## config.mk

```make
export PLATFORM = sky130hd
export DESIGN_NAME = dlf_cmd_sequencer
export DESIGN_NICKNAME = d
export VERILOG_FILES = /design/src/rtl/dlf_cmd_sequencer_pkg.sv /design/src/rtl/dlf_cmd_sequencer_res_fifo.sv /design/src/rtl/dlf_cmd_sequencer.sv
export SDC_FILE = /design/constraint.sdc
export NUM_CORES = 1
export LEC_CHECK = 0
export ABC_AREA = 1
export BUFFER_PORTS_ARGS = -buffer_cell sky130_fd_sc_hd__buf_2
export CAP_MARGIN = 20
export CORE_MARGIN = 3
export CORE_UTILIZATION = 54
export DETAILED_ROUTE_END_ITERATION = 6
export PLACE_DENSITY = 0.85
export SLEW_MARGIN = 25
export SYNTH_ARGS = -nofsm -noshare
export SYNTH_HDL_FRONTEND = slang
export SYNTH_SLANG_ARGS = --single-unit
```

## constraint.sdc

```tcl
create_clock -name clk -period 5.6 [get_ports clk]
set_clock_uncertainty 0.05 [all_clocks]
set_input_delay 1.12 -clock clk [delete_from_list [all_inputs] [get_ports clk]]
set_output_delay 1.12 -clock clk [all_outputs]
set_load 0.03 [all_outputs]
```

## src/rtl/dlf_cmd_sequencer_pkg.sv

```systemverilog
// Shared definitions for the DLFloat16 command sequencer: FSM encoding,
// ALU select codes and the layout of a stored result.
package dlf_cmd_sequencer_pkg;

   typedef enum logic {
      ST_IDLE = 1'b0,
      ST_WAIT = 1'b1
   } state_t;

   // Operation select codes understood by the dl_float ALU.
   localparam logic [2:0] SEL_ADD  = 3'd0;
   localparam logic [2:0] SEL_SUB  = 3'd1;
   localparam logic [2:0] SEL_MUL  = 3'd2;
   localparam logic [2:0] SEL_DIV  = 3'd3;
   localparam logic [2:0] SEL_MAC  = 3'd4;
   localparam logic [2:0] SEL_SQRT = 3'd5;
   localparam logic [2:0] SEL_NORM = 3'd6;
   localparam logic [2:0] SEL_DP   = 3'd7;

   localparam int SEL_W  = 3;
   localparam int DATA_W = 16;
   localparam int RES_W  = SEL_W + DATA_W;
   localparam int CNT_W  = 4;

   // A FIFO entry is {select, result} so the consumer knows which op produced it.
   function automatic logic [RES_W-1:0] pack_res(input logic [SEL_W-1:0] sel,
                                                 input logic [DATA_W-1:0] data);
      return {sel, data};
   endfunction

endpackage

```

## src/rtl/dlf_cmd_sequencer_res_fifo.sv

```systemverilog
// Result FIFO: registered storage, first-word-fall-through head, power-of-two depth
// with free-running pointers that wrap modulo DEPTH.
module dlf_res_fifo
   import dlf_cmd_sequencer_pkg::*;
#(
   parameter int DEPTH = 4,
   parameter int WIDTH = RES_W
)
(
   input  logic             i_clk,
   input  logic             i_rst,
   input  logic             i_push,
   input  logic [WIDTH-1:0] i_wdata,
   input  logic             i_pop,
   output logic [WIDTH-1:0] o_rdata,
   output logic             o_valid,
   output logic             o_full
);

   localparam int AW = $clog2(DEPTH);
   localparam logic [AW:0] FULL_CNT = (AW+1)'(DEPTH);

   logic [WIDTH-1:0] r_mem [DEPTH];
   logic [AW-1:0]    r_wptr;
   logic [AW-1:0]    r_rptr;
   logic [AW:0]      r_count;
   logic             w_pop;

   // Popping an empty FIFO is a no-op.
   assign w_pop   = i_pop && (r_count != '0);
   assign o_valid = (r_count != '0);
   assign o_full  = (r_count == FULL_CNT);
   assign o_rdata = r_mem[r_rptr];

   always_ff @(posedge i_clk or posedge i_rst) begin
      if (i_rst) begin
         r_wptr  <= '0;
         r_rptr  <= '0;
         r_count <= '0;
      end else begin
         if (i_push) r_wptr <= r_wptr + 1'b1;
         if (w_pop)  r_rptr <= r_rptr + 1'b1;
         case ({i_push, w_pop})
            2'b10:   r_count <= r_count + 1'b1;
            2'b01:   r_count <= r_count - 1'b1;
            default: r_count <= r_count;
         endcase
      end
   end

   always_ff @(posedge i_clk) begin
      if (i_push) r_mem[r_wptr] <= i_wdata;
   end

   a_no_push_when_full: assert property (@(posedge i_clk) disable iff (i_rst)
      !(i_push && o_full && !i_pop));

endmodule

```

## src/rtl/dlf_cmd_sequencer.sv

```systemverilog
// Issues one DLFloat16 command at a time to the dl_float ALU, waits LAT cycles
// for the result to settle, then queues {select, result} in a small FIFO.
module dlf_cmd_sequencer
   import dlf_cmd_sequencer_pkg::*;
#(
   parameter int LAT   = 2,
   parameter int DEPTH = 4
)
(
   input  logic        clk,
   input  logic        rst_n,
   input  logic        cmd_valid,
   output logic        cmd_ready,
   input  logic [2:0]  cmd_sel,
   input  logic [15:0] cmd_a,
   input  logic [15:0] cmd_b,
   output logic [2:0]  alu_sel,
   output logic [15:0] alu_a,
   output logic [15:0] alu_b,
   input  logic [15:0] alu_result,
   output logic        res_valid,
   input  logic        res_ready,
   output logic [15:0] res_data,
   output logic [2:0]  res_sel,
   output logic        busy,
   output state_t      dbg_state
);

   // Handshake: a transfer happens on an edge where valid and ready are both high;
   // ready never looks at valid, and the head stays put until it is taken.
   state_t           r_state;
   logic [CNT_W-1:0] r_cnt;
   logic [2:0]       r_alu_sel;
   logic [15:0]      r_alu_a;
   logic [15:0]      r_alu_b;

   logic             w_full;
   logic             w_accept;
   logic             w_push;
   logic [RES_W-1:0] w_fifo_rdata;

   assign cmd_ready = (r_state == ST_IDLE) && !w_full;
   assign w_accept  = cmd_valid && cmd_ready;
   assign w_push    = (r_state == ST_WAIT) && (r_cnt == CNT_W'(1));

   always_ff @(posedge clk or posedge rst_n) begin
      if (rst_n) begin
         r_state   <= ST_IDLE;
         r_cnt     <= '0;
         r_alu_sel <= '0;
         r_alu_a   <= '0;
         r_alu_b   <= '0;
      end else begin
         case (r_state)
            ST_IDLE: begin
               if (w_accept) begin
                  r_alu_sel <= cmd_sel;
                  r_alu_a   <= cmd_a;
                  r_alu_b   <= cmd_b;
                  r_cnt     <= CNT_W'(LAT);
                  r_state   <= ST_WAIT;
               end
            end
            ST_WAIT: begin
               // Operands stay frozen; the result is captured on the edge leaving WAIT.
               r_cnt <= r_cnt - 1'b1;
               if (r_cnt == CNT_W'(1)) r_state <= ST_IDLE;
            end
         endcase
      end
   end

   dlf_res_fifo #(
      .DEPTH (DEPTH),
      .WIDTH (RES_W)
   ) u_res_fifo (
      .i_clk   (clk),
      .i_rst   (rst_n),
      .i_push  (w_push),
      .i_wdata (pack_res(r_alu_sel, alu_result)),
      .i_pop   (res_ready),
      .o_rdata (w_fifo_rdata),
      .o_valid (res_valid),
      .o_full  (w_full)
   );

   assign {res_sel, res_data} = w_fifo_rdata;
   assign alu_sel   = r_alu_sel;
   assign alu_a     = r_alu_a;
   assign alu_b     = r_alu_b;
   assign busy      = (r_state != ST_IDLE) || res_valid;
   assign dbg_state = r_state;

endmodule

```

==> flow_summary.toml, run 1 <==
[outcome]
outcome = "finished clean"

[drt]
drt.antenna.violating_nets = 0
drt-total-wl_mm = 9.93
route.detailed.drc = 0
drtIter0Drc = 177
dr.pass1.iters = 6
viasPerCell = 5.29
post_drt_wl_per_cell_um = 15.2
vias = 3452

[logic_synthesis]
synth_warnings = 0
syn_nets = 486
avgSynthCellArea_sq_um = 11.6
syn_inst = 423
yosysTopAreaCell = "edfxtp_1"
ys_seq_area_share_pct = 70.3
synth_commonest_cells = "nand2_1, edfxtp_1, dfrtp_1"
synth_area_sq_um = 4920
synth.distinct_cells = 24
synth.top_cell.area_share_pct = 46.4
ys.flop_type = "edfxtp_1"
synth_async_sr_flop_share_pct = 38.2
synthTopCellsByArea = "edfxtp_1, dfrtp_1, nand2_1"
ys_ff_latch = 123
synth.most_common_cell = "nand2_1"
synth-edff-count = 76

[power_and_ir_drop]
irDropWorstVdd_uv = 308
sequentialPowerShare_pct = 35.0
power.density_nw_per_um2 = 622
p_clk_share_pct = 26.9
p_leak_nw = 2.70
intPower_mw = 2.22
p_sw_share_pct = 41.5
p_switching_mw = 1.57
power_frac_comb_pct = 38.1

[cts]
clockRootBuffer = "clkbuf_8"
clk_latency_ps = 500
postCtsSetupBuffers = 0
cts_hold_buf = 0
cts_sinks = 123
clk_pin_slew_ps = 60
cts_max_level = 4
cts_buffers = 17
postCtsResizedCells = 0
cts_tree = "done"
cts.path.max_buffers = 2

[critical_path]
worstPathRequired_ps = 4430
startpoint_type = "flip-flop"
crit_chain = "inv_1 > o21ai_0 > o22ai_1 > buf_2"
cpMaxStageDelayCell = "dfrtp_1"
cp.arrival_ps = 2280
critical-path-max-stage-delay_ps = 610
critPathKind = "flip-flop to output port"
cp_max_fo = 21
endpoint_kind = "output port"

[sta]
slew_headroom_pct = 46.7
hold_viol = 0
period_needed_ps = 3450
worst_pin_slew_ps = 798
setup_viol = 0
finalMaxSlewViolations = 0
tns_ps = 0
rsz0062_at_grt = "false"
fin_crit_sh_pct = 61.6
max_freq_ghz = 0.290

[floorplanning]
die_w_um = 101
core_sq_um = 8810
ioPinCount = 113
die_area_sq_um = 10300
die_y_um = 101
row_count = 34
start_util_pct = 55.9

[global_route]
overflow = 0
track_usage_pct = 20.6
grt_pass1_wl_mm = 16.3
antenna_found_initial = 0
grt_max_degree = 48
grt_pass1_vias = 3485

[min_path]
hold_class = "flip-flop to flip-flop"

[layout]
layout-drive-gt1-share_pct = 28.4
fin_util_pct = 69.1
diodes = 0
area_growth_pct = 23.7
final_nets = 595

[placement]
gp_congestion = 0.766
port_buffers = 112
dp_hpwl_mm = 6.39

[flow_run]
maxCapViolCount = 0
-- registers in the layout, indices dropped and copies added (netlist names) --
| signal | flops |
|---|---|
| dbg_state | 1 |
| u_res_fifo.r_count | 3 |
| r_cnt | 4 |
| alu_sel | 3 |
| alu_b | 16 |
| alu_a | 16 |
| u_res_fifo.r_mem | 76 |
| u_res_fifo.r_rptr | 2 |
| u_res_fifo.r_wptr | 2 |
-- final cells by class --
| cell class | count | area, sq um |
|---|---|---|
| clock inverter | 14 | 146 |
| tap | 108 | 135 |
| multi-input combinational | 256 | 1280 |
| inverter | 20 | 76.3 |
| sequential | 123 | 3460 |
| fill | 637 | 2720 |
| clock buffer | 18 | 418 |
| timing repair buffer | 114 | 576 |
-- power by group through the flow --
stage / clock (mW) / sequential (mW) / combinational [mW]
floorplan: 0 / 1.54 / 0.851
global placement: 0 / 1.33 / 1.39
detailed placement: 0 / 1.33 / 1.45
CTS: 1.04 / 1.33 / 1.45
global route: 1.09 / 1.35 / 1.59
finish: 1.02 / 1.33 / 1.44
-- cells in the final DEF (no fill, tap or decap) --
| cell type | Yosys | layout |
|---|---|---|
| a21oi_1 | 1 | 1 |
| a21oi_4 | 1 | 1 |
| buf_2 | 7 | 112 |
| buf_4 | 4 | 2 |
| bufinv_16 | 0 | 2 |
| clkbuf_1 | 9 | 1 |
| clkbuf_16 | 0 | 16 |
| clkbuf_8 | 0 | 1 |
| clkinv_1 | 0 | 1 |
| clkinv_2 | 0 | 4 |
| clkinv_4 | 0 | 4 |
| clkinvlp_4 | 0 | 2 |
| dfrtp_1 | 47 | 47 |
| edfxtp_1 | 76 | 76 |
| fa_1 | 1 | 1 |
| ha_1 | 7 | 7 |
| inv_1 | 19 | 17 |
| inv_2 | 1 | 2 |
| inv_6 | 0 | 2 |
| nand2_1 | 90 | 90 |
| nand3_1 | 45 | 45 |
| nand3_2 | 1 | 1 |
| nand4_1 | 1 | 1 |
| nor2_1 | 43 | 39 |
| nor2_4 | 1 | 5 |
| o21ai_0 | 41 | 41 |
| o22ai_1 | 19 | 19 |
| or2_2 | 1 | 1 |
| xnor2_1 | 1 | 1 |
| xor2_1 | 3 | 3 |
-- layer usage --
| metal | vias to the layer above | GRT usage, % | share of wire, % |
|---|---|---|---|
| met4 | 0 | 7.16 | 0.70 |
| met5 | - | 0 | 0 |
| met2 | 139 | 33.4 | 50 |
| met1 | 1633 | 26.0 | 42 |
| met3 | 6 | 7.09 | 7.7 |
| li1 | 1674 | - | - |
-- kinds of logic (layout without fill, tap and decap cells) --
kind of cell    after synthesis  after routing  synth area share (%)
simple gates                182            182                  15.4
flops                       123            123                  70.3
compound gates               62             62                  7.02
buf+inv                      44            166                  4.37
fa+ha+maj                     8              8                  2.19
xor+xnor                      4              4                 0.712
-- path summary, 6_finish.rpt --
kind | endpoint | slack [ps] | startpoint | depth (start not counted)
hold reg to reg | alu_b[7]$_DFFE_PP0P_ | 420 | alu_b[7]$_DFFE_PP0P_ | 2
hold / removal | alu_b[7]$_DFFE_PP0P_ | 420 | alu_b[7]$_DFFE_PP0P_ | 2
setup / recovery | res_data[11] | 2150 | u_res_fifo.r_rptr[1]$_DFFE_PP0P_ | 4
setup reg to reg | u_res_fifo.r_count[2]$_DFFE_PP0P_ | 3140 | r_cnt[1]$_DFFE_PP0P_ | 11
max in group asynchronous | u_res_fifo.r_count[2]$_DFFE_PP0P_ | 4340 | rst_n | 2
min in group asynchronous | alu_b[5]$_DFFE_PP0P_ | 690 | rst_n | 2
-- stage by stage --
stage | power, mW | worst slack, ps | hold slack (ps) | std cells | area (sq um)
after global placement | 2.72 | 2730 | 408 | 621 | 5500
final | 3.79 | 2150 | 424 | 653 | 6090
after detailed placement | 2.78 | 2620 | 411 | 621 | 5500
after global routing | 4.02 | 1910 | 452 | 653 | 6090
after floorplan | 2.39 | 3110 | 426 | 423 | 4920
after CTS | 3.81 | 2080 | 428 | 653 | 6060
-- critical path: cells and delay by family, from the launching register on --
kind                   cells  cell delay [ps]
buffers and inverters      2              780
DFF                        1              610
AOI/OAI and AO/OA          2              380
Note: power is estimated with default switching activity, not from simulation.
==> inputs of run 2 (changes only) <==
Settings changed: ABC_AREA 1 to 0, CORE_UTILIZATION 54 to 48, PLACE_DENSITY 0.85 to 0.81.
Clock period 5.6 ns to 3.1 ns, I/O delays scaled along.
==> run 2 against run 1 <==
Net effect: synthesized area down 3.6%; sequential share of layout area down 0.20 points; worst setup slack got worse by 1700 ps; largest cell class unchanged; register-to-register slack lost 2200 ps; clock power increased by 100%; largest power group is now registers; critical path depth is 1 lower; core utilization decreased by 4.2 points; cell area grew 0.35%.
==> flow_summary.toml, run 2 <==
[outcome]
outcome = "finished clean"

[placement]
dp_hpwl_mm = 5.76
place_area_sq_um = 5470
dp_slack_ps = 938
dp.cells = 477
port_buffers = 112
gp_congestion = 0.761

[layout]
fillerInstances = 662
diodes = 0
area_growth_pct = 28.8
regMostFlops = "u_res_fifo.r_mem"
layout-drive-gt1-share_pct = 55.1
fin_area_sq_um = 6110
final_cell_mix = "buf_2, edfxtp_1, dfrtp_1"
final_nets = 430
fin_cells = 508
final_common_cell = "buf_2"
largest_register_ffs = 76
fin_util_pct = 64.9

[logic_synthesis]
synth.distinct_cells = 31
synth_warnings = 0
syn_nets = 300
ys.flop_type = "edfxtp_1"
ys_ff_latch = 123
synth_area_sq_um = 4740
synth_async_sr_flop_share_pct = 38.2
yosysTopAreaCell = "edfxtp_1"
syn_inst = 237
synth.top_cell.area_share_pct = 48.1
avgSynthCellArea_sq_um = 20.0
synth.most_common_cell = "edfxtp_1"
synthTopCellsByArea = "edfxtp_1, dfrtp_1, mux4_2"
synth_commonest_cells = "edfxtp_1, dfrtp_1, mux2_2"
synth-edff-count = 76
ys_seq_area_share_pct = 72.9

[global_route]
grt_pass1_vias = 2771
grt_max_degree = 48
track_usage_pct = 16.7
grt_pass1_wl_mm = 14.1
overflow = 0
antenna_found_initial = 0

[cts]
cts.path.max_buffers = 2
postCtsSetupBuffers = 0
cts_sinks = 123
cts_buffers = 17
cts_max_level = 4
postCtsResizedCells = 0
cts_tree = "done"
cts_hold_buf = 0
clockRootBuffer = "clkbuf_8"
clk_pin_slew_ps = 60
clk_latency_ps = 500

[critical_path]
r2r_cells = 11
reg2reg_from = "r_cnt[1]$_DFFE_PP0P_"
endpoint_kind = "output port"
worstPathRequired_ps = 2430
cp_max_fo = 16
cp-startpoint = "u_res_fifo.r_rptr[0]$_DFFE_PP0P_"
crit_path_end = "res_data[9]"
startpoint_type = "flip-flop"
cp.arrival_ps = 2010
critPathKind = "flip-flop to output port"
r2r-end = "u_res_fifo.r_count[2]$_DFFE_PP0P_"
ff2ff_setup_slack_ps = 970

[sta]
hold_viol = 0
finalMaxSlewViolations = 0
slew_headroom_pct = 46.7
fin_crit_sh_pct = 86.6
max_freq_ghz = 0.373
tns_ps = 0
setup_viol = 0
period_needed_ps = 2680
worst_pin_slew_ps = 799
rsz0062_at_grt = "false"
setup_ws_ps = 415
fin_hold_ws_ps = 194

[floorplanning]
ioPinCount = 113
die_area_sq_um = 11100
core_sq_um = 9420
start_util_pct = 50.4
die_y_um = 105
row_count = 35
die_w_um = 105

[power_and_ir_drop]
sequentialPowerShare_pct = 36.0
power.density_nw_per_um2 = 1110
intPower_mw = 4.45
irDropWorstVdd_uv = 617
total_power_mw = 6.80
p_switching_mw = 2.35
p_leak_nw = 2.50
p_clk_share_pct = 30.7
p_sw_share_pct = 34.6
power_frac_comb_pct = 33.3

[min_path]
hold_class = "input pin to asynchronous set/reset pin"

[drt]
route.detailed.drc = 0
drt-total-wl_mm = 8.66
drtIter0Drc = 84
dr.pass1.iters = 6
post_drt_wl_per_cell_um = 17.0
drt.antenna.violating_nets = 0
viasPerCell = 5.06
vias = 2572

[flow_run]
maxCapViolCount = 0
## run 2: cell types whose count changed in the layout (fill, tap and decap cells not counted), moves of 5 or more
cell / change
inv_1: -7
mux2_2: +35
mux4_2: +19
nand2_1: -88
nand3_1: -45
nor2_1: -36
nor2_4: -5
o21ai_0: -40
o22ai_1: -19
## run 2: kinds of logic (layout without fill, tap and decap cells)
logic type	after synthesis	count (layout)	synth area share, %
AND/OR/NAND/NOR	17	17	2.51
adder cells (fa/ha/maj)	8	8	2.27
multiplexers	57	57	18.0
AO/OA/AOI/OAI	7	7	1.11
buffers and inverters	19	161	2.06
flip-flops	123	123	72.9
XOR/XNOR	6	6	1.11
## run 2: worst min path at each step
| stage | from | endpoint | slack, ps |
|---|---|---|---|
| after floorplan | u_res_fifo.r_count[2]$_DFFE_PP0P_ | u_res_fifo.r_count[2]$_DFFE_PP0P_ | 430 |
| after global placement | alu_a[7]$_DFFE_PP0P_ | alu_a[7]$_DFFE_PP0P_ | 410 |
| after detailed placement | alu_a[8]$_DFFE_PP0P_ | alu_a[8]$_DFFE_PP0P_ | 420 |
| after CTS | cmd_a[8] | alu_a[8]$_DFFE_PP0P_ | 260 |
| after global routing | rst_n | alu_a[11]$_DFFE_PP0P_ | 240 |
| final | rst_n | alu_a[11]$_DFFE_PP0P_ | 190 |
## run 2: metal layers
layer / GRT usage, % / share of wire [%] / vias to the layer above
met5: 0 / 0 / -
met4: 6.09 / 1.2 / 0
met3: 6.25 / 7.5 / 12
met2: 26.8 / 49 / 112
met1: 20.8 / 43 / 1282
li1: - / - / 1166
## run 2: cell type report
| class | count | area, sq um | share of cell area (%) |
|---|---|---|---|
| clock inverter | 14 | 219 | 3.59 |
| timing repair buffer | 119 | 626 | 10.2 |
| sequential | 123 | 3460 | 56.6 |
| inverter | 11 | 42.5 | 0.697 |
| tap | 129 | 161 | 2.64 |
| multi-input combinational | 95 | 1190 | 19.4 |
| clock buffer | 17 | 414 | 6.78 |
## run 2: power groups by stage
| stage | registers [mW] | logic [mW] | clock network (mW) |
|---|---|---|---|
| after global placement | 2.45 | 2.23 | 0 |
| after detailed placement | 2.47 | 2.29 | 0 |
| final | 2.45 | 2.27 | 2.08 |
| after CTS | 2.45 | 2.30 | 2.13 |
| after global routing | 2.50 | 2.43 | 2.21 |
| after floorplan | 2.86 | 1.25 | 0 |
## run 2: worst max-delay path, stage by stage, from the launching register on
cell and delay [ps]:
dfrtp_1 550, buf_12 230, mux4_2 530, buf_2 200
==> inputs of run 3 (changes only) <==
Settings changed: PLACE_DENSITY 0.81 to 0.83.
==> run 3 against run 2 <==
Net effect: worst hold slack improved by 14 ps; critical path type unchanged; clock-buffer cell count rose by 2; sequential share of layout area is 0.40 points higher; first-iteration DRC count is 19% higher; global-route usage is 0.24 points lower; final cell count rose by 0.20%; worst setup slack improved by 20 ps; sequential power about the same; wire length decreased by 0.35%; critical endpoint is now res_sel[0]; register-to-register slack got worse by 20 ps; critical path depth stayed put; flip-flop and latch count stayed put.
==> flow_summary.toml, run 3 (synthesis results as in run 2) <==
[outcome]
outcome = "finished clean"

[drt]
viasPerCell = 5.03
route.detailed.drc = 0
vias = 2562
drt-total-wl_mm = 8.63
drt.antenna.violating_nets = 0
drtIter0Drc = 100
dr.pass1.iters = 4
post_drt_wl_per_cell_um = 16.9

[sta]
worst_pin_slew_ps = 806
rsz0062_at_grt = "false"
max_freq_ghz = 0.375
tns_ps = 0
hold_viol = 0
slew_headroom_pct = 46.2
finalMaxSlewViolations = 0
fin_hold_ws_ps = 208
period_needed_ps = 2660
setup_viol = 0
fin_crit_sh_pct = 86.0

[critical_path]
ff2ff_setup_slack_ps = 950
r2r_cells = 11
worstPathRequired_ps = 2430
cp_max_fo = 16
critPathKind = "flip-flop to output port"
endpoint_kind = "output port"
r2r-end = "u_res_fifo.r_count[2]$_DFFE_PP0P_"
reg2reg_from = "r_cnt[1]$_DFFE_PP0P_"
startpoint_type = "flip-flop"
cp.arrival_ps = 1990

[global_route]
grt_pass1_vias = 2794
top_usage_layer = "met2"
grt_max_degree = 48
grt_util_met2_pct = 26.4
track_usage_pct = 16.5
overflow = 0
antenna_found_initial = 0
use_met1_pct = 20.8
grt_pass1_wl_mm = 14.2
grt_util_met3_pct = 6.49

[cts]
postCtsSetupBuffers = 0
clk_latency_ps = 490
cts_sinks = 123
cts_hold_buf = 0
cts_max_level = 4
cts_tree = "done"
cts.path.max_buffers = 2
cts_buffers = 17
clockRootBuffer = "clkbuf_8"
postCtsResizedCells = 0
clk_pin_slew_ps = 60

[floorplanning]
start_util_pct = 50.4
row_count = 35
die_w_um = 105
die_area_sq_um = 11100
die_y_um = 105
core_sq_um = 9420
ioPinCount = 113

[layout]
diodes = 0
final_nets = 430
final_common_cell = "buf_2"
largest_register_ffs = 76
final_cell_mix = "buf_2, edfxtp_1, dfrtp_1"
layout-drive-gt1-share_pct = 54.7
regMostFlops = "u_res_fifo.r_mem"
fin_area_sq_um = 6060
area_growth_pct = 27.9
fillerInstances = 671

[power_and_ir_drop]
irDropWorstVdd_uv = 628
power.density_nw_per_um2 = 1100
p_leak_nw = 2.48

[placement]
dp_hpwl_mm = 5.81
gp_congestion = 0.763
place_area_sq_um = 5470
port_buffers = 112

[min_path]
hold_class = "input pin to asynchronous set/reset pin"

[flow_run]
maxCapViolCount = 0
run 3: cell type report:
class | instances | area (sq um) | area share (%)
Sequential cell | 123 | 3460 | 57.0
Tap cell | 129 | 161 | 2.66
Multi-Input combinational cell | 95 | 1190 | 19.6
Timing Repair Buffer | 119 | 626 | 10.3
Clock buffer | 19 | 422 | 6.95
Clock inverter | 13 | 169 | 2.79
Inverter | 11 | 42.5 | 0.701
run 3: routing by layer:
| layer | share of wire [%] | vias up |
|---|---|---|
| met1 | 43 | 1290 |
| met3 | 7.8 | 2 |
| met5 | 0 | - |
| met4 | 0.28 | 0 |
| li1 | - | 1166 |
| met2 | 49 | 104 |
run 3: worst max path at each step:
stage	to	from	cells past startpoint
finish	res_sel[0]	u_res_fifo.r_rptr[0]$_DFFE_PP0P_	3
global route	res_sel[0]	u_res_fifo.r_rptr[0]$_DFFE_PP0P_	3
floorplan	u_res_fifo.r_mem[0][0]$_DFFE_PP_	dbg_state$_DFF_PP0_	4
global placement	res_sel[0]	u_res_fifo.r_rptr[0]$_DFFE_PP0P_	3
CTS	res_sel[0]	u_res_fifo.r_rptr[0]$_DFFE_PP0P_	3
detailed placement	res_sel[0]	u_res_fifo.r_rptr[0]$_DFFE_PP0P_	3
run 3: power by group:
| group | internal (mW) | switching (mW) | total, mW |
|---|---|---|---|
| Sequential | 2.16 | 0.260 | 2.42 |
| Combinational | 0.899 | 1.39 | 2.29 |
| Clock | 1.23 | 0.699 | 1.93 |
| Total | 4.30 | 2.35 | 6.64 |
run 3: through the flow:
stage / total power [mW] / worst slack (ps) / cells / utilization, %
floorplan: 4.11 / 1010 / 237 / -
finish: 6.64 / 435 / 509 / 64.4
detailed placement: 4.78 / 910 / 477 / 58.1
CTS: 6.73 / 382 / 509 / 64.4
global route: 6.99 / 308 / 509 / 64.4
global placement: 4.69 / 948 / 477 / 58.1
run 3: worst max-delay path: stages (launching register included):
cell and delay [ps]:
dfrtp_1 540, buf_12 230, mux4_2 540, buf_2 200
